--- config.mk ---
export PLATFORM = sky130hd
export DESIGN_NAME = layer3_membrane_update_ctrl_flat
export DESIGN_NICKNAME = d
export VERILOG_FILES = /design/src/rtl/layer3_membrane_update_ctrl_if.sv /design/src/rtl/layer3_membrane_update_ctrl.sv /design/src/flat_wrapper.sv
export SDC_FILE = /design/constraint.sdc
export NUM_CORES = 1
export LEC_CHECK = 0
export CORE_ASPECT_RATIO = 1.75
export CORE_MARGIN = 4
export CORE_UTILIZATION = 40
export DETAILED_ROUTE_END_ITERATION = 7
export HOLD_SLACK_MARGIN = 0.02
export PLACE_DENSITY_LB_ADDON = 0.05
export SYNTH_ARGS = -nofsm -noshare
export SYNTH_HDL_FRONTEND = slang
export SYNTH_SLANG_ARGS = --single-unit
export TNS_END_PERCENT = 30
--- constraint.sdc ---
create_clock -name clk_i -period 1.8 [get_ports clk_i]
set_input_delay 0.18 -clock clk_i [delete_from_list [all_inputs] [get_ports clk_i]]
set_output_delay 0.18 -clock clk_i [all_outputs]
set_load 0.005 [all_outputs]
--- src/rtl/layer3_membrane_update_ctrl_if.sv ---
// Spike-input, membrane/weight memory and fire-output signals of the layer-3 membrane update controller.
interface layer3_membrane_update_ctrl_if #(
    parameter int IDX_WIDTH              = 8,
    parameter int NEURON_WIDTH           = 4,
    parameter int BIT_WIDTH_MEMBRANE     = 16,
    parameter int BIT_WIDTH_BIG_MEMBRANE = 16
);
    logic                                spike_valid_i;
    logic [IDX_WIDTH-1:0]                spike_idx_i;
    logic                                spike_ready_o;
    logic                                timestep_end_i;
    logic                                weight_rd_en_o;
    logic [IDX_WIDTH+NEURON_WIDTH-1:0]   weight_addr_o;
    logic                                mem_rd_en_o;
    logic [NEURON_WIDTH-1:0]             mem_rd_addr_o;
    logic [BIT_WIDTH_MEMBRANE-1:0]       mem_rd_data_i;
    logic                                mem_wr_en_o;
    logic [NEURON_WIDTH-1:0]             mem_wr_addr_o;
    logic [BIT_WIDTH_BIG_MEMBRANE-1:0]   mem_wr_data_o;
    logic                                weight_update_mode_o;
    logic                                small_membrane_update_mode_o;
    logic [BIT_WIDTH_BIG_MEMBRANE-1:0]   membrane_update_i;
    logic                                out_spike_o;
    logic [NEURON_WIDTH-1:0]             out_spike_neuron_o;
    logic                                busy_o;
    logic                                done_o;

    modport master (
        output spike_valid_i, spike_idx_i, timestep_end_i, mem_rd_data_i, membrane_update_i,
        input  spike_ready_o, weight_rd_en_o, weight_addr_o, mem_rd_en_o, mem_rd_addr_o,
               mem_wr_en_o, mem_wr_addr_o, mem_wr_data_o, weight_update_mode_o,
               small_membrane_update_mode_o, out_spike_o, out_spike_neuron_o, busy_o, done_o
    );

    modport slave (
        input  spike_valid_i, spike_idx_i, timestep_end_i, mem_rd_data_i, membrane_update_i,
        output spike_ready_o, weight_rd_en_o, weight_addr_o, mem_rd_en_o, mem_rd_addr_o,
               mem_wr_en_o, mem_wr_addr_o, mem_wr_data_o, weight_update_mode_o,
               small_membrane_update_mode_o, out_spike_o, out_spike_neuron_o, busy_o, done_o
    );
endinterface

--- src/rtl/layer3_membrane_update_ctrl.sv ---
// Layer-3 membrane update sequencer: per-spike accumulate sweeps, then a threshold fire pass.
// Optional macro SOFT_RESET_EN: fired neurons keep (membrane - THRESHOLD) instead of 0.
module layer3_membrane_update_ctrl #(
    parameter int NUM_NEURON             = 10,
    parameter int NEURON_WIDTH           = 4,
    parameter int IDX_WIDTH              = 8,
    parameter int BIT_WIDTH_MEMBRANE     = 16,
    parameter int BIT_WIDTH_BIG_MEMBRANE = 16,
    parameter logic signed [BIT_WIDTH_MEMBRANE-1:0] THRESHOLD = 16'sd256
) (
    input logic                          clk_i,
    input logic                          reset_n_i,
    layer3_membrane_update_ctrl_if.slave bus
);
    typedef enum logic [2:0] {
        ST_IDLE       = 3'd0,
        ST_ACCUM      = 3'd1,
        ST_ACC_DRAIN  = 3'd2,
        ST_FIRE       = 3'd3,
        ST_FIRE_DRAIN = 3'd4,
        ST_DONE       = 3'd5
    } state_t;

    localparam logic [NEURON_WIDTH-1:0] LAST_N = NEURON_WIDTH'(NUM_NEURON - 1);
    localparam logic [NEURON_WIDTH-1:0] N_ONE  = NEURON_WIDTH'(1);

    state_t                            state_r, state_nx;
    logic [NEURON_WIDTH-1:0]           n_r, n_nx;
    logic [IDX_WIDTH-1:0]              idx_r, idx_nx;
    logic                              end_latch_r, end_latch_nx;
    logic                              ready_r, busy_r, done_r, small_mode_r;
    logic                              w_rd_en_r, m_rd_en_r;
    logic [NEURON_WIDTH-1:0]           rd_addr_r;
    logic [IDX_WIDTH+NEURON_WIDTH-1:0] weight_addr_r;
    logic                              acc_wr_r, fire_cmp_r;
    logic [NEURON_WIDTH-1:0]           wr_addr_r;
    logic                              accept_s, w_rd_nx_s, m_rd_nx_s;
    logic signed [BIT_WIDTH_MEMBRANE-1:0] mem_signed_s;
    logic                              fire_hit_s;
    logic [BIT_WIDTH_BIG_MEMBRANE-1:0] fire_data_s;

    // A spike is taken only when the registered ready is already visible to the producer.
    assign accept_s = bus.spike_valid_i & ready_r;

    // Next-state, neuron counter, captured spike index and timestep-end latch.
    always_comb begin
        state_nx = state_r;
        n_nx     = n_r;
        idx_nx   = idx_r;
        case (state_r)
            ST_IDLE: begin
                if (accept_s) begin
                    state_nx = ST_ACCUM;
                    n_nx     = '0;
                    idx_nx   = bus.spike_idx_i;
                end else if (end_latch_r || bus.timestep_end_i) begin
                    state_nx = ST_FIRE;
                    n_nx     = '0;
                end else begin
                    state_nx = ST_IDLE;
                end
            end
            ST_ACCUM: begin
                if (n_r == LAST_N) begin
                    state_nx = ST_ACC_DRAIN;
                end else begin
                    n_nx = n_r + N_ONE;
                end
            end
            ST_ACC_DRAIN: begin
                if (accept_s) begin
                    state_nx = ST_ACCUM;
                    n_nx     = '0;
                    idx_nx   = bus.spike_idx_i;
                end else begin
                    state_nx = ST_IDLE;
                end
            end
            ST_FIRE: begin
                if (n_r == LAST_N) begin
                    state_nx = ST_FIRE_DRAIN;
                end else begin
                    n_nx = n_r + N_ONE;
                end
            end
            ST_FIRE_DRAIN: state_nx = ST_DONE;
            ST_DONE:       state_nx = ST_IDLE;
            default:       state_nx = ST_IDLE;
        endcase

        // Clearing on FIRE entry wins so the end pulse that started the pass cannot re-arm it.
        if ((state_nx == ST_FIRE) && (state_r != ST_FIRE)) begin
            end_latch_nx = 1'b0;
        end else if (bus.timestep_end_i) begin
            end_latch_nx = 1'b1;
        end else begin
            end_latch_nx = end_latch_r;
        end
    end

    assign w_rd_nx_s = (state_nx == ST_ACCUM);
    assign m_rd_nx_s = (state_nx == ST_ACCUM) || (state_nx == ST_FIRE);

    // State and registered strobes: reads follow the next state, writes trail the current read by one cycle.
    always_ff @(posedge clk_i or negedge reset_n_i) begin
        if (!reset_n_i) begin
            state_r       <= ST_IDLE;
            n_r           <= '0;
            idx_r         <= '0;
            end_latch_r   <= 1'b0;
            ready_r       <= 1'b0;
            busy_r        <= 1'b0;
            done_r        <= 1'b0;
            small_mode_r  <= 1'b0;
            w_rd_en_r     <= 1'b0;
            m_rd_en_r     <= 1'b0;
            rd_addr_r     <= '0;
            weight_addr_r <= '0;
            acc_wr_r      <= 1'b0;
            fire_cmp_r    <= 1'b0;
            wr_addr_r     <= '0;
        end else begin
            state_r       <= state_nx;
            n_r           <= n_nx;
            idx_r         <= idx_nx;
            end_latch_r   <= end_latch_nx;
            ready_r       <= ((state_nx == ST_IDLE) || (state_nx == ST_ACC_DRAIN)) && !end_latch_nx;
            busy_r        <= (state_nx != ST_IDLE);
            done_r        <= (state_nx == ST_DONE);
            small_mode_r  <= (state_nx == ST_ACCUM) || (state_nx == ST_ACC_DRAIN);
            w_rd_en_r     <= w_rd_nx_s;
            m_rd_en_r     <= m_rd_nx_s;
            rd_addr_r     <= m_rd_nx_s ? n_nx : '0;
            weight_addr_r <= w_rd_nx_s ? {idx_nx, n_nx} : '0;
            acc_wr_r      <= (state_r == ST_ACCUM);
            fire_cmp_r    <= (state_r == ST_FIRE);
            wr_addr_r     <= ((state_r == ST_ACCUM) || (state_r == ST_FIRE)) ? n_r : '0;
        end
    end

    assign mem_signed_s = signed'(bus.mem_rd_data_i);
    assign fire_hit_s   = fire_cmp_r && (mem_signed_s >= THRESHOLD);

`ifdef SOFT_RESET_EN
    assign fire_data_s = BIT_WIDTH_BIG_MEMBRANE'(mem_signed_s) - BIT_WIDTH_BIG_MEMBRANE'(THRESHOLD);
`else
    assign fire_data_s = '0;
`endif

    // Write data follows the memory read by one cycle, so it is steered rather than registered.
    assign bus.mem_wr_en_o   = acc_wr_r | fire_hit_s;
    assign bus.mem_wr_addr_o = wr_addr_r;
    assign bus.mem_wr_data_o = acc_wr_r ? bus.membrane_update_i :
                               (fire_hit_s ? fire_data_s : '0);

    assign bus.out_spike_o                  = fire_hit_s;
    assign bus.out_spike_neuron_o           = fire_hit_s ? wr_addr_r : '0;
    assign bus.spike_ready_o                = ready_r;
    assign bus.weight_rd_en_o               = w_rd_en_r;
    assign bus.weight_addr_o                = weight_addr_r;
    assign bus.mem_rd_en_o                  = m_rd_en_r;
    assign bus.mem_rd_addr_o                = rd_addr_r;
    assign bus.weight_update_mode_o         = 1'b0;
    assign bus.small_membrane_update_mode_o = small_mode_r;
    assign bus.busy_o                       = busy_r;
    assign bus.done_o                       = done_r;
endmodule
--- src/flat_wrapper.sv ---
// flat-port wrapper written by rule: the top's interface ports become plain ports
module layer3_membrane_update_ctrl_flat 
#(
    parameter int NUM_NEURON             = 10,
    parameter int NEURON_WIDTH           = 4,
    parameter int IDX_WIDTH              = 8,
    parameter int BIT_WIDTH_MEMBRANE     = 16,
    parameter int BIT_WIDTH_BIG_MEMBRANE = 16,
    parameter logic signed [BIT_WIDTH_MEMBRANE-1:0] THRESHOLD = 16'sd256
)
  (clk_i, reset_n_i, bus_spike_valid_i, bus_spike_idx_i, bus_timestep_end_i, bus_mem_rd_data_i, bus_membrane_update_i, bus_spike_ready_o, bus_weight_rd_en_o, bus_weight_addr_o, bus_mem_rd_en_o, bus_mem_rd_addr_o, bus_mem_wr_en_o, bus_mem_wr_addr_o, bus_mem_wr_data_o, bus_weight_update_mode_o, bus_small_membrane_update_mode_o, bus_out_spike_o, bus_out_spike_neuron_o, bus_busy_o, bus_done_o);
  layer3_membrane_update_ctrl_if #(.IDX_WIDTH(IDX_WIDTH), .NEURON_WIDTH(NEURON_WIDTH), .BIT_WIDTH_MEMBRANE(BIT_WIDTH_MEMBRANE), .BIT_WIDTH_BIG_MEMBRANE(BIT_WIDTH_BIG_MEMBRANE)) bus_i ();
  input logic clk_i;
  input logic reset_n_i;
  input wire logic [$bits(bus_i.spike_valid_i)-1:0] bus_spike_valid_i;
  input wire logic [$bits(bus_i.spike_idx_i)-1:0] bus_spike_idx_i;
  input wire logic [$bits(bus_i.timestep_end_i)-1:0] bus_timestep_end_i;
  input wire logic [$bits(bus_i.mem_rd_data_i)-1:0] bus_mem_rd_data_i;
  input wire logic [$bits(bus_i.membrane_update_i)-1:0] bus_membrane_update_i;
  output wire logic [$bits(bus_i.spike_ready_o)-1:0] bus_spike_ready_o;
  output wire logic [$bits(bus_i.weight_rd_en_o)-1:0] bus_weight_rd_en_o;
  output wire logic [$bits(bus_i.weight_addr_o)-1:0] bus_weight_addr_o;
  output wire logic [$bits(bus_i.mem_rd_en_o)-1:0] bus_mem_rd_en_o;
  output wire logic [$bits(bus_i.mem_rd_addr_o)-1:0] bus_mem_rd_addr_o;
  output wire logic [$bits(bus_i.mem_wr_en_o)-1:0] bus_mem_wr_en_o;
  output wire logic [$bits(bus_i.mem_wr_addr_o)-1:0] bus_mem_wr_addr_o;
  output wire logic [$bits(bus_i.mem_wr_data_o)-1:0] bus_mem_wr_data_o;
  output wire logic [$bits(bus_i.weight_update_mode_o)-1:0] bus_weight_update_mode_o;
  output wire logic [$bits(bus_i.small_membrane_update_mode_o)-1:0] bus_small_membrane_update_mode_o;
  output wire logic [$bits(bus_i.out_spike_o)-1:0] bus_out_spike_o;
  output wire logic [$bits(bus_i.out_spike_neuron_o)-1:0] bus_out_spike_neuron_o;
  output wire logic [$bits(bus_i.busy_o)-1:0] bus_busy_o;
  output wire logic [$bits(bus_i.done_o)-1:0] bus_done_o;
  assign bus_i.spike_valid_i = bus_spike_valid_i;
  assign bus_i.spike_idx_i = bus_spike_idx_i;
  assign bus_i.timestep_end_i = bus_timestep_end_i;
  assign bus_i.mem_rd_data_i = bus_mem_rd_data_i;
  assign bus_i.membrane_update_i = bus_membrane_update_i;
  assign bus_spike_ready_o = bus_i.spike_ready_o;
  assign bus_weight_rd_en_o = bus_i.weight_rd_en_o;
  assign bus_weight_addr_o = bus_i.weight_addr_o;
  assign bus_mem_rd_en_o = bus_i.mem_rd_en_o;
  assign bus_mem_rd_addr_o = bus_i.mem_rd_addr_o;
  assign bus_mem_wr_en_o = bus_i.mem_wr_en_o;
  assign bus_mem_wr_addr_o = bus_i.mem_wr_addr_o;
  assign bus_mem_wr_data_o = bus_i.mem_wr_data_o;
  assign bus_weight_update_mode_o = bus_i.weight_update_mode_o;
  assign bus_small_membrane_update_mode_o = bus_i.small_membrane_update_mode_o;
  assign bus_out_spike_o = bus_i.out_spike_o;
  assign bus_out_spike_neuron_o = bus_i.out_spike_neuron_o;
  assign bus_busy_o = bus_i.busy_o;
  assign bus_done_o = bus_i.done_o;
  layer3_membrane_update_ctrl #(.NUM_NEURON(NUM_NEURON), .NEURON_WIDTH(NEURON_WIDTH), .IDX_WIDTH(IDX_WIDTH), .BIT_WIDTH_MEMBRANE(BIT_WIDTH_MEMBRANE), .BIT_WIDTH_BIG_MEMBRANE(BIT_WIDTH_BIG_MEMBRANE), .THRESHOLD(THRESHOLD)) u_core (.clk_i(clk_i), .reset_n_i(reset_n_i), .bus(bus_i));
endmodule
==> results.json <==
{
  "ios": 93,
  "ff2ff_path_depth": 5,
  "crit_required_ns": 1.62,
  "cts_sinks": 44,
  "cp-start-kind": "primary input",
  "synthAdderAreaFrac_pct": 1.26,
  "end_kind": "output port",
  "min_period_over_period_pct": 97.2,
  "fmax_ghz": 0.572,
  "grt.overflow.total": 0,
  "insertion_delay_ns": 0.29,
  "vias_per_cell": 4.96,
  "synthTopCellsByArea": "dfrtp_1 56%, and2_1 8.2%, mux2_4 6.1%",
  "die_h_um": 101,
  "rsz0062_at_grt": "no",
  "worstPathMaxFanout": 6,
  "floorplan.die_area_mm2": 0.00619,
  "grt_pass1_wl_um": 7060,
  "cts_buffers": 5,
  "synth_top_family_by_area": "simple AND/OR/NAND/NOR gates",
  "routed_wl_um": 4510,
  "relSlewSlack_pct": 64.7,
  "n_fill_cell": 391,
  "muxShareOfSynthArea_pct": 7.14,
  "gr-usage-all-layers_pct": 15.2,
  "nNetsFinal": 307,
  "yosys.area_share.simple_pct": 20.2,
  "cts_tree": "yes",
  "setup_viol_count_final": 0,
  "htreeDepth": 2,
  "drt_pre_antenna_iters": 2,
  "area_growth_pct": 54.1,
  "p_leak_nw": 1.35,
  "coreArea_mm2": 0.00475,
  "yosys_warnings": 0,
  "syn_area_mm2": 0.00198,
  "criticalPathCategory": "primary input to output port",
  "clk_pin_slew_ns": 0.08,
  "r2r-end": "u_core.bus.weight_addr_o[1]$_DFF_PN0_",
  "synth_top_area_share_pct": 55.6,
  "syn_inst": 169,
  "syn_nets": 215,
  "post-route-util_pct": 64.3,
  "ir_drop_v": 0.000994,
  "synth-seq-cells": 44,
  "grt_pass1_vias": 1592,
  "synth-xor-area-share_pct": 0.884,
  "synth_cell_types": 45,
  "wire_per_inst_um": 14.4,
  "dieWidth_um": 61.2,
  "numPortBuffers": 83,
  "tightest_slew_ns": 0.529,
  "post-route-min-period_ns": 1.75,
  "r2r_setup_slack_ns": 0.20,
  "worstPathArrival_ns": 1.57,
  "avgSynthCellArea_um2": 11.7,
  "fin_skew_ns": 0.00968,
  "diodes": 0,
  "initial_core_util_pct": 41.7,
  "finalPower_mw": 4.46,
  "fin_area_mm2": 0.00305,
  "drtIter0Drc": 15,
  "dpl.hpwl_um": 3630,
  "antenna_found_initial": 0,
  "r2r-start": "u_core.n_r[1]$_DFF_PN0_",
  "slew_viol_final": 0,
  "synth_compound_area_share_pct": 10.2,
  "grt_max_degree": 24,
  "hp-class": "primary input to async pin",
  "post_cts_buffers": 0,
  "antenna_left": 0,
  "rows": 33,
  "placed_area_mm2": 0.00292,
  "drv_cap": 0,
  "clockBufferDepth": 2,
  "powerDensity_mw_per_mm2": 1460,
  "root_buffer": "clkbuf_8",
  "route.detailed.drc": 0,
  "timing.hold.ws_ns": 0.398,
  "ys_seq_area_share_pct": 55.6,
  "layout-drive-gt1-share_pct": 16.0,
  "vias": 1558,
  "outcome": "finished clean",
  "place_congestion": 0.810,
  "final-hold-violation-count": 0,
  "yosys.area.top_type": "dfrtp_1"
}
==> sequential cells by signal (all words and copies together) (netlist names), 3 cells and up <==
register,flops
u_core.state_r,3
u_core.bus.mem_rd_addr_o,4
u_core.bus.weight_addr_o,12
u_core.idx_r,8
u_core.n_r,4
u_core.bus.mem_wr_addr_o,4
==> placed cells by master (no fill, tap or decap), drive strengths merged, types with 2 or more instances in the layout <==
cell type / Yosys / routed
clkbuf: 2 / 5
dlygate4sd2: 0 / 5
nor2b: 9 / 9
nor3: 4 / 4
a31oi: 5 / 5
nand4: 2 / 2
dfrtp: 44 / 44
a21oi: 5 / 5
or2: 2 / 2
inv: 7 / 8
nand2: 5 / 5
nand3: 5 / 5
xnor2: 2 / 2
nand2b: 2 / 2
mux2: 9 / 9
a211oi: 5 / 5
and2: 26 / 26
clkdlybuf4s50: 0 / 77
nor2: 4 / 4
buf: 9 / 13
nor3b: 2 / 2
o21ai: 3 / 3
ha: 2 / 2
==> cell type report <==
class | count | area (um^2) | area share [%]
clock buffer | 5 | 68.8 | 2.26
timing repair buffer | 96 | 945 | 31.0
clock inverter | 3 | 46.3 | 1.52
sequential | 44 | 1100 | 36.1
inverter | 7 | 26.3 | 0.861
tap | 52 | 65.1 | 2.13
multi-input combinational | 107 | 798 | 26.2
==> per-layer routing <==
layer | GRT usage (%) | vias up | share of wire, %
met5 | 0 | - | 0
met4 | 5.68 | 0 | 1.6
met3 | 3.97 | 6 | 13
met2 | 28.5 | 70 | 52
met1 | 15.0 | 725 | 34
li1 | - | 757 | -
==> logic make-up (layout without fill, tap and decap cells) <==
group,Yosys count,after routing
muxes,10,10
adders and majority gates,2,2
DFF,44,44
AOI/OAI and AO/OA,26,26
buffers and inverters,18,111
other,1,1
xor gates and xnor gates,2,2
and+or+nand+nor,66,66
==> metrics by stage <==
stage                     instances  TNS, ns  setup WS, ns
final                           314        0        0.0507
after global routing            314        0        0.0105
after CTS                       314        0        0.0199
after detailed placement        305   -0.493        -0.160
after global placement          305   -0.391        -0.142
after floorplan                 169        0         0.289
==> synthesized netlist by cell type (all sizes together) <==
| cell | number |
|---|---|
| dfrtp | 44 |
| and2 | 26 |
| buf | 9 |
| mux2 | 9 |
| nor2b | 9 |
| inv | 7 |
| a211oi | 5 |
| a21oi | 5 |
| a31oi | 5 |
| nand2 | 5 |
| nand3 | 5 |
| nor2 | 4 |
| nor3 | 4 |
| o21ai | 3 |
| clkbuf | 2 |
| ha | 2 |
| nand2b | 2 |
| nand4 | 2 |
| nor3b | 2 |
| or2 | 2 |
| xnor2 | 2 |
| a21o | 1 |
| a221oi | 1 |
| a31o | 1 |
| a32o | 1 |
| and3b | 1 |
| and4bb | 1 |
| conb | 1 |
| mux2i | 1 |
| nand3b | 1 |
| nor4 | 1 |
| o21a | 1 |
| o21bai | 1 |
| o221ai | 1 |
| o32ai | 1 |
| or3b | 1 |
==> how the worst max path moves through the flow <==
stage                         startpoint                                    end  slack (ns)  cells past startpoint
3_3_place_gp       bus_mem_rd_data_i[11]                        bus_mem_wr_en_o       -0.14                      5
5_1_grt             bus_mem_rd_data_i[9]                        bus_mem_wr_en_o        0.01                      5
6_report            bus_mem_rd_data_i[9]                        bus_mem_wr_en_o        0.05                      5
3_5_place_dp       bus_mem_rd_data_i[11]                        bus_mem_wr_en_o       -0.16                      5
2_1_floorplan    u_core.n_r[0]$_DFF_PN0_  u_core.bus.weight_addr_o[1]$_DFF_PN0_        0.29                      5
4_1_cts        u_core.acc_wr_r$_DFF_PN0_                   bus_mem_wr_data_o[7]        0.02                      2
==> worst max-delay path: stages <==
cell and delay, ns:
clkdlybuf4s50_1 0.42, nor4_2 0.31, a21oi_2 0.13, or2_2 0.28, dlygate4sd2_1 0.26
==> report_power, final <==
group,switching [mW],internal (mW),total [mW]
registers,0.213,1.35,1.56
clock network,0.330,0.418,0.747
logic,0.916,1.24,2.15
total,1.46,3.01,4.46
==> timing repair <==
item	4_1_cts	5_1_grt
pin swaps	2	0
hold buffers	1	0
hold endpoints to repair	21	0
resized for setup	7	1
setup endpoints to repair	5	16
cloned	0	0
No activity file was read; power rests on OpenSTA's default activity.
==> RTL edit 1: new RTL, same flow settings <==
Take the reset off `rd_addr_r` and load it in a clocked block of its own.
--- a/src/rtl/layer3_membrane_update_ctrl.sv
+++ b/src/rtl/layer3_membrane_update_ctrl.sv
@@ -114,7 +114,6 @@
             small_mode_r  <= 1'b0;
             w_rd_en_r     <= 1'b0;
             m_rd_en_r     <= 1'b0;
-            rd_addr_r     <= '0;
             weight_addr_r <= '0;
             acc_wr_r      <= 1'b0;
             fire_cmp_r    <= 1'b0;
@@ -130,12 +129,15 @@
             small_mode_r  <= (state_nx == ST_ACCUM) || (state_nx == ST_ACC_DRAIN);
             w_rd_en_r     <= w_rd_nx_s;
             m_rd_en_r     <= m_rd_nx_s;
-            rd_addr_r     <= m_rd_nx_s ? n_nx : '0;
             weight_addr_r <= w_rd_nx_s ? {idx_nx, n_nx} : '0;
             acc_wr_r      <= (state_r == ST_ACCUM);
             fire_cmp_r    <= (state_r == ST_FIRE);
             wr_addr_r     <= ((state_r == ST_ACCUM) || (state_r == ST_FIRE)) ? n_r : '0;
         end
+    end
+
+    always_ff @(posedge clk_i) begin
+        rd_addr_r <= m_rd_nx_s ? n_nx : '0;
     end
 
     assign mem_signed_s = signed'(bus.mem_rd_data_i);
Formal check against the unedited RTL: differs if reset_n_i is asserted again (counterexample within 4 cycles, from zero or initial values and one cycle with reset_n_i low); with reset_n_i held inactive, the same outputs for 10 cycles.
==> RTL edit 1 against the unedited design <==
- synthesized area down 3.5%
- worst setup slack worse by 0.00054 ns
- final area down 3.9%
- largest cell class unchanged
- utilization down 1.4 points
- critical path type unchanged
- highest routed layer unchanged
- total power down 14%
- the flow now finishes with violations (negative hold slack)
- routed wire length down 0.71%
- sequential cell count unchanged
- final cell count down 3.2%
- sequential power down 4%
==> RTL edit 1: results (changes against the unedited design) <==
status:
  run_status: "finished, violations left"
  failed_checks: "negative hold slack"
clock_tree:
  cts-buffers-inserted: 5  # unchanged
  total_number_of_h_tree_levels: 2  # unchanged
  clock_pin_slew_on_the_worst_setup_and_hold_paths_ns: 0.08  # about the same
  clk_latency_ns: 0.29  # about the same
  cts_buffer_depth: 2  # unchanged
  cell_chosen_for_the_clock_root: "sky130_fd_sc_hd__clkbuf_8"
yosys:
  synth_ff_type: "sky130_fd_sc_hd__dfrtp_1"
  async_reset_ff_share_pct: 90.9  # -9.1 points
  synth.yosys.seq_area_share_pct: 56.6  # +0.99 points
  post_synth_num_cell_types: 44  # -2.2%
  post_synth_main_area_contributors: "sky130_fd_sc_hd__dfrtp_1 (52%), sky130_fd_sc_hd__and2_1 (7.9%), sky130_fd_sc_hd__mux2_2 (4.7%), sky130_fd_sc_hd__dfxtp_1 (4.2%), sky130_fd_sc_hd__a22o_1 (3.7%)"
  synth_top_cells_by_count: "sky130_fd_sc_hd__dfrtp_1 (40), sky130_fd_sc_hd__and2_1 (24), sky130_fd_sc_hd__a22o_1 (8), sky130_fd_sc_hd__mux2_2 (8)"
  synth.net_count: 209  # -2.8%
  synth-warning-count: 0  # unchanged
  postSynthAreaPerCell_um2: 11.7  # about the same
worst_setup_path:
  timing.reg2reg.setup_slack_ns: 0.07  # -0.13 ns
  worstSetupStartpoint: "bus_mem_rd_data_i[9]"
  crit-reg2reg-capture: "u_core.bus.weight_addr_o[0]"
  timing.critical_path.arrival_ns: 1.57  # about the same
  ff2ff_path_depth: 5  # unchanged
  maximum_fanout_along_the_worst_path: 4  # -2
  critical_path.reg2reg.startpoint: "u_core.n_r[1]"
placement:
  post-place-cells: 296  # -3.0%
  numPortBuffers: 83  # unchanged
  post-dp-hpwl_mm: 3.56  # -1.9%
  gpl.final_weighted_congestion: 0.795  # -1.9%
layout:
  drive_gt1_share_pct: 15.1  # -0.95 points
  fillCellCount: 385  # -1.5%
  largest_register_ff_count: 12  # unchanged
  nets: 297  # -3.3%
  antenna-diode-count: 0  # unchanged
route:
  totalWireLength_mm: 4.48  # -0.71%
  drt_pre_antenna_iters: 4  # +2
  drt_first_iter_violations: 25  # +10
  drc: 0  # unchanged
  vias: 1535  # -1.5%
  routed_wire_length_per_instance_um: 14.7  # +2.6%
worst_hold_path:
  worstHoldPathType: "primary input to async pin"
sta:
  clock-skew-final_ns: 0.00568  # -0.00400 ns
  fin_hold_ws_ns: -0.00651  # -0.405 ns
  number_of_failing_hold_endpoints_at_the_final_stage: 21  # +21
  slew_headroom_pct: 43.4  # -21 points
grt:
  vias_in_the_first_global_route: 1577  # -0.94%
  grt_overflow: 0  # unchanged
  grt_max_degree: 41  # +71%
  grt_usage_pct: 15.4  # +0.13 points
  antenna_found_initial: 0  # unchanged
  grt_first_pass_wirelength_mm: 7.09  # +0.50%
pwr:
  vdd_drop_max_mv: 0.887  # -11%
  power.static_leakage_nw: 1.30  # -4.0%
RTL edit 1: through the flow:
step                worst slack [ns]  utilization (%)  hold slack [ns]  total power, mW  cell area (µm²)
floorplan                      0.201                -           -0.116             2.31             1910
global placement              -0.105             60.5            0.324             3.21             2820
detailed placement            -0.168             60.5            0.345             3.27             2820
CTS                           0.0104             62.5           0.0218             3.87             2920
global route                 -0.0358             62.8           0.0696             4.12             2930
finish                        0.0502             62.8         -0.00651             3.85             2930
RTL edit 1: how the worst max path moves through the flow:
stage	to	slack, ns	cells past startpoint
2_1_floorplan	u_core.bus.weight_addr_o[1]	0.20	5
3_3_place_gp	bus_out_spike_neuron_o[0]	-0.11	6
3_5_place_dp	bus_out_spike_neuron_o[3]	-0.17	6
4_1_cts	u_core.bus.weight_addr_o[0]	0.01	5
5_1_grt	bus_out_spike_o	-0.04	5
6_report	bus_out_spike_o	0.05	5
RTL edit 1: cell type report:
| cell class | instances | share of cell area (%) |
|---|---|---|
| tap | 52 | 2.22 |
| clock buffer | 6 | 2.82 |
| inverter | 4 | 0.512 |
| multi-input combinational | 106 | 27.0 |
| sequential | 44 | 36.9 |
| clock inverter | 2 | 0.341 |
| timing repair buffer | 90 | 30.2 |
RTL edit 1: power by group:
part / leakage (nW) / internal, mW / switching (mW)
sequential: 0.548 / 1.28 / 0.225
clock: 0.0510 / 0.306 / 0.309
combinational: 0.696 / 1.03 / 0.709
RTL edit 1: logic make-up after synthesis:
kind of cell	synth area share (%)
simple gates	19.1
flops	56.6
compound gates	13.2
buf+inv	3.80
mux	5.30
fa+ha+maj	1.31
other cells	0.196
xor+xnor	0.458
RTL edit 1: layer usage:
| metal | part of all wire [%] | up-vias | GRT usage, % |
|---|---|---|---|
| li1 | - | 737 | - |
| met1 | 35 | 728 | 15.0 |
| met2 | 54 | 59 | 28.9 |
| met3 | 9.2 | 11 | 3.90 |
| met4 | 2.1 | 0 | 6.14 |
| met5 | 0 | - | 0 |
RTL edit 1: repair_timing:
item	CTS	global route
pin swaps	2	1
setup buffers	0	0
resized for setup	6	5
setup endpoints to repair	6	31
hold buffers	0	0
hold endpoints to repair	0	0
RTL edit 1: critical path, stage by stage:
cell and delay, ns:
sky130_fd_sc_hd__clkdlybuf4s50_1 0.41, sky130_fd_sc_hd__nor4_2 0.27, sky130_fd_sc_hd__a21oi_1 0.13, sky130_fd_sc_hd__buf_4 0.15, sky130_fd_sc_hd__clkdlybuf4s50_1 0.43
==> RTL edit 2: new RTL, same settings <==
Without the edit above. `BIT_WIDTH_MEMBRANE` is set to 16 in 3 places; all go to 12.
--- a/src/rtl/layer3_membrane_update_ctrl_if.sv
+++ b/src/rtl/layer3_membrane_update_ctrl_if.sv
@@ -2,7 +2,7 @@
 interface layer3_membrane_update_ctrl_if #(
     parameter int IDX_WIDTH              = 8,
     parameter int NEURON_WIDTH           = 4,
-    parameter int BIT_WIDTH_MEMBRANE     = 16,
+    parameter int BIT_WIDTH_MEMBRANE     = 12,
     parameter int BIT_WIDTH_BIG_MEMBRANE = 16
 );
     logic                                spike_valid_i;
--- a/src/rtl/layer3_membrane_update_ctrl.sv
+++ b/src/rtl/layer3_membrane_update_ctrl.sv
@@ -4,7 +4,7 @@
     parameter int NUM_NEURON             = 10,
     parameter int NEURON_WIDTH           = 4,
     parameter int IDX_WIDTH              = 8,
-    parameter int BIT_WIDTH_MEMBRANE     = 16,
+    parameter int BIT_WIDTH_MEMBRANE     = 12,
     parameter int BIT_WIDTH_BIG_MEMBRANE = 16,
     parameter logic signed [BIT_WIDTH_MEMBRANE-1:0] THRESHOLD = 16'sd256
 ) (
--- a/src/flat_wrapper.sv
+++ b/src/flat_wrapper.sv
@@ -4,7 +4,7 @@
     parameter int NUM_NEURON             = 10,
     parameter int NEURON_WIDTH           = 4,
     parameter int IDX_WIDTH              = 8,
-    parameter int BIT_WIDTH_MEMBRANE     = 16,
+    parameter int BIT_WIDTH_MEMBRANE     = 12,
     parameter int BIT_WIDTH_BIG_MEMBRANE = 16,
     parameter logic signed [BIT_WIDTH_MEMBRANE-1:0] THRESHOLD = 16'sd256
 )
Interface: changed (resized bus_mem_rd_data_i); port bits go from 93 to 89. No check against the original RTL was run, so the function may have changed too.
==> RTL edit 2 against the unedited design <==
- final area shrank 3.5%
- critical path type unchanged
- clock power grew 3%
- worst setup slack gained 0.028 ns
- critical endpoint is now bus_out_spike_o
- global-route usage grew 2.8 points
- non-clock buffer count shrank 8
- total power shrank 11%
- utilization shrank 1.7 points
- via count grew 3.0%
- synthesized cell count is the same
- routed wire length grew 14%
- die area shrank 0.97%
- worst hold slack lost 0.12 ns
- sequential cell count is the same
- synthesized area shrank 1.1%
==> RTL edit 2: results (changes against the unedited design) <==
status:
  run_status: "complete, no violations"
layout:
  nNonClkBuffers: 88  # -8.3%
  fillCellCount: 414  # +5.9%
  signal_buffer_area_fraction_pct: 29.3  # -1.7 points
  layout.non_clock_inverters: 5  # -2
  drive_gt1_share_pct: 13.8  # -2.3 points
  layout.clock.cell_area_share_pct: 3.91  # +0.14 points
  multi_input_area_share_pct: 26.5  # +0.36 points
  seqAreaFraction_pct: 37.4  # +1.3 points
placement:
  post_place_setup_slack_ns: -0.0927  # +0.0678 ns
  post-place-cells: 297  # -2.6%
  post-dp-hpwl_mm: 4.07  # +12%
worst_setup_path:
  timing.critical_path.to: "bus_out_spike_o"
  worstSetupStartpoint: "bus_mem_rd_data_i[10]"
  crit-reg2reg-capture: "u_core.bus.weight_addr_o[0]"
pwr:
  net-switching-power_mw: 1.31  # -10%
  power.density_mw_per_mm2: 1340  # -8.2%
  power.static_leakage_nw: 1.31  # -2.6%
  power_sequential_mw: 1.51  # -3%
  vdd_drop_max_mv: 0.938  # -5.7%
sta:
  maxClockFrequency_mhz: 581  # +1.6%
route:
  drt_first_iter_violations: 41  # +26
  met2_wirelength_mm: 2.95  # +25%
  vias: 1605  # +3.0%
  route.layer.met1.wl_mm: 1.73  # +15%
  drt_pre_antenna_iters: 4  # +2
  avgViaCountPerCell: 5.25  # +5.7%
grt:
  grt_use_met2_pct: 33.6  # +5.1 points
  vias_in_the_first_global_route: 1684  # +5.8%
  global_route.usage.met3_pct: 3.21  # -0.77 points
yosys:
  synth_compound_gate_area_share_pct: 11.8  # +1.6 points
  post_synth_num_cell_types: 41  # -8.9%
  post_synth_xor_area_fraction_pct: 0  # -0.88 points
  synth_fa_ha_area_share_pct: 1.28  # +0.014 points
  synth_top_cells_by_count: "sky130_fd_sc_hd__dfrtp_1 (44), sky130_fd_sc_hd__and2_1 (25), sky130_fd_sc_hd__a22o_1 (9), sky130_fd_sc_hd__mux2_2 (9), sky130_fd_sc_hd__nor2_1 (8)"
  synth_mux_area_share_pct: 5.68  # -1.5 points
  post_synth_main_area_contributors: "sky130_fd_sc_hd__dfrtp_1 (56%), sky130_fd_sc_hd__and2_1 (8.0%), sky130_fd_sc_hd__mux2_2 (5.2%), sky130_fd_sc_hd__a22o_1 (4.0%), sky130_fd_sc_hd__buf_6 (1.7%)"
  synth.net_count: 211  # -1.9%
[RTL edit 2: changes by cell type in the layout (fill, tap and decap cells not counted), moves of 3 or more]
cell / delta
sky130_fd_sc_hd__a22o_1: +9
sky130_fd_sc_hd__nor3_1: -3
sky130_fd_sc_hd__mux2_2: +8
sky130_fd_sc_hd__buf_4: -3
sky130_fd_sc_hd__nor2_1: +4
sky130_fd_sc_hd__clkdlybuf4s50_1: -4
sky130_fd_sc_hd__mux2_4: -8
sky130_fd_sc_hd__nor2b_1: -8
sky130_fd_sc_hd__a211oi_2: -3
[RTL edit 2: critical path, stage by stage]
cell and delay (ns):
sky130_fd_sc_hd__clkdlybuf4s50_1 0.47, sky130_fd_sc_hd__nor3_2 0.05, sky130_fd_sc_hd__nor3b_1 0.17, sky130_fd_sc_hd__buf_4 0.16, sky130_fd_sc_hd__clkdlybuf4s50_1 0.51
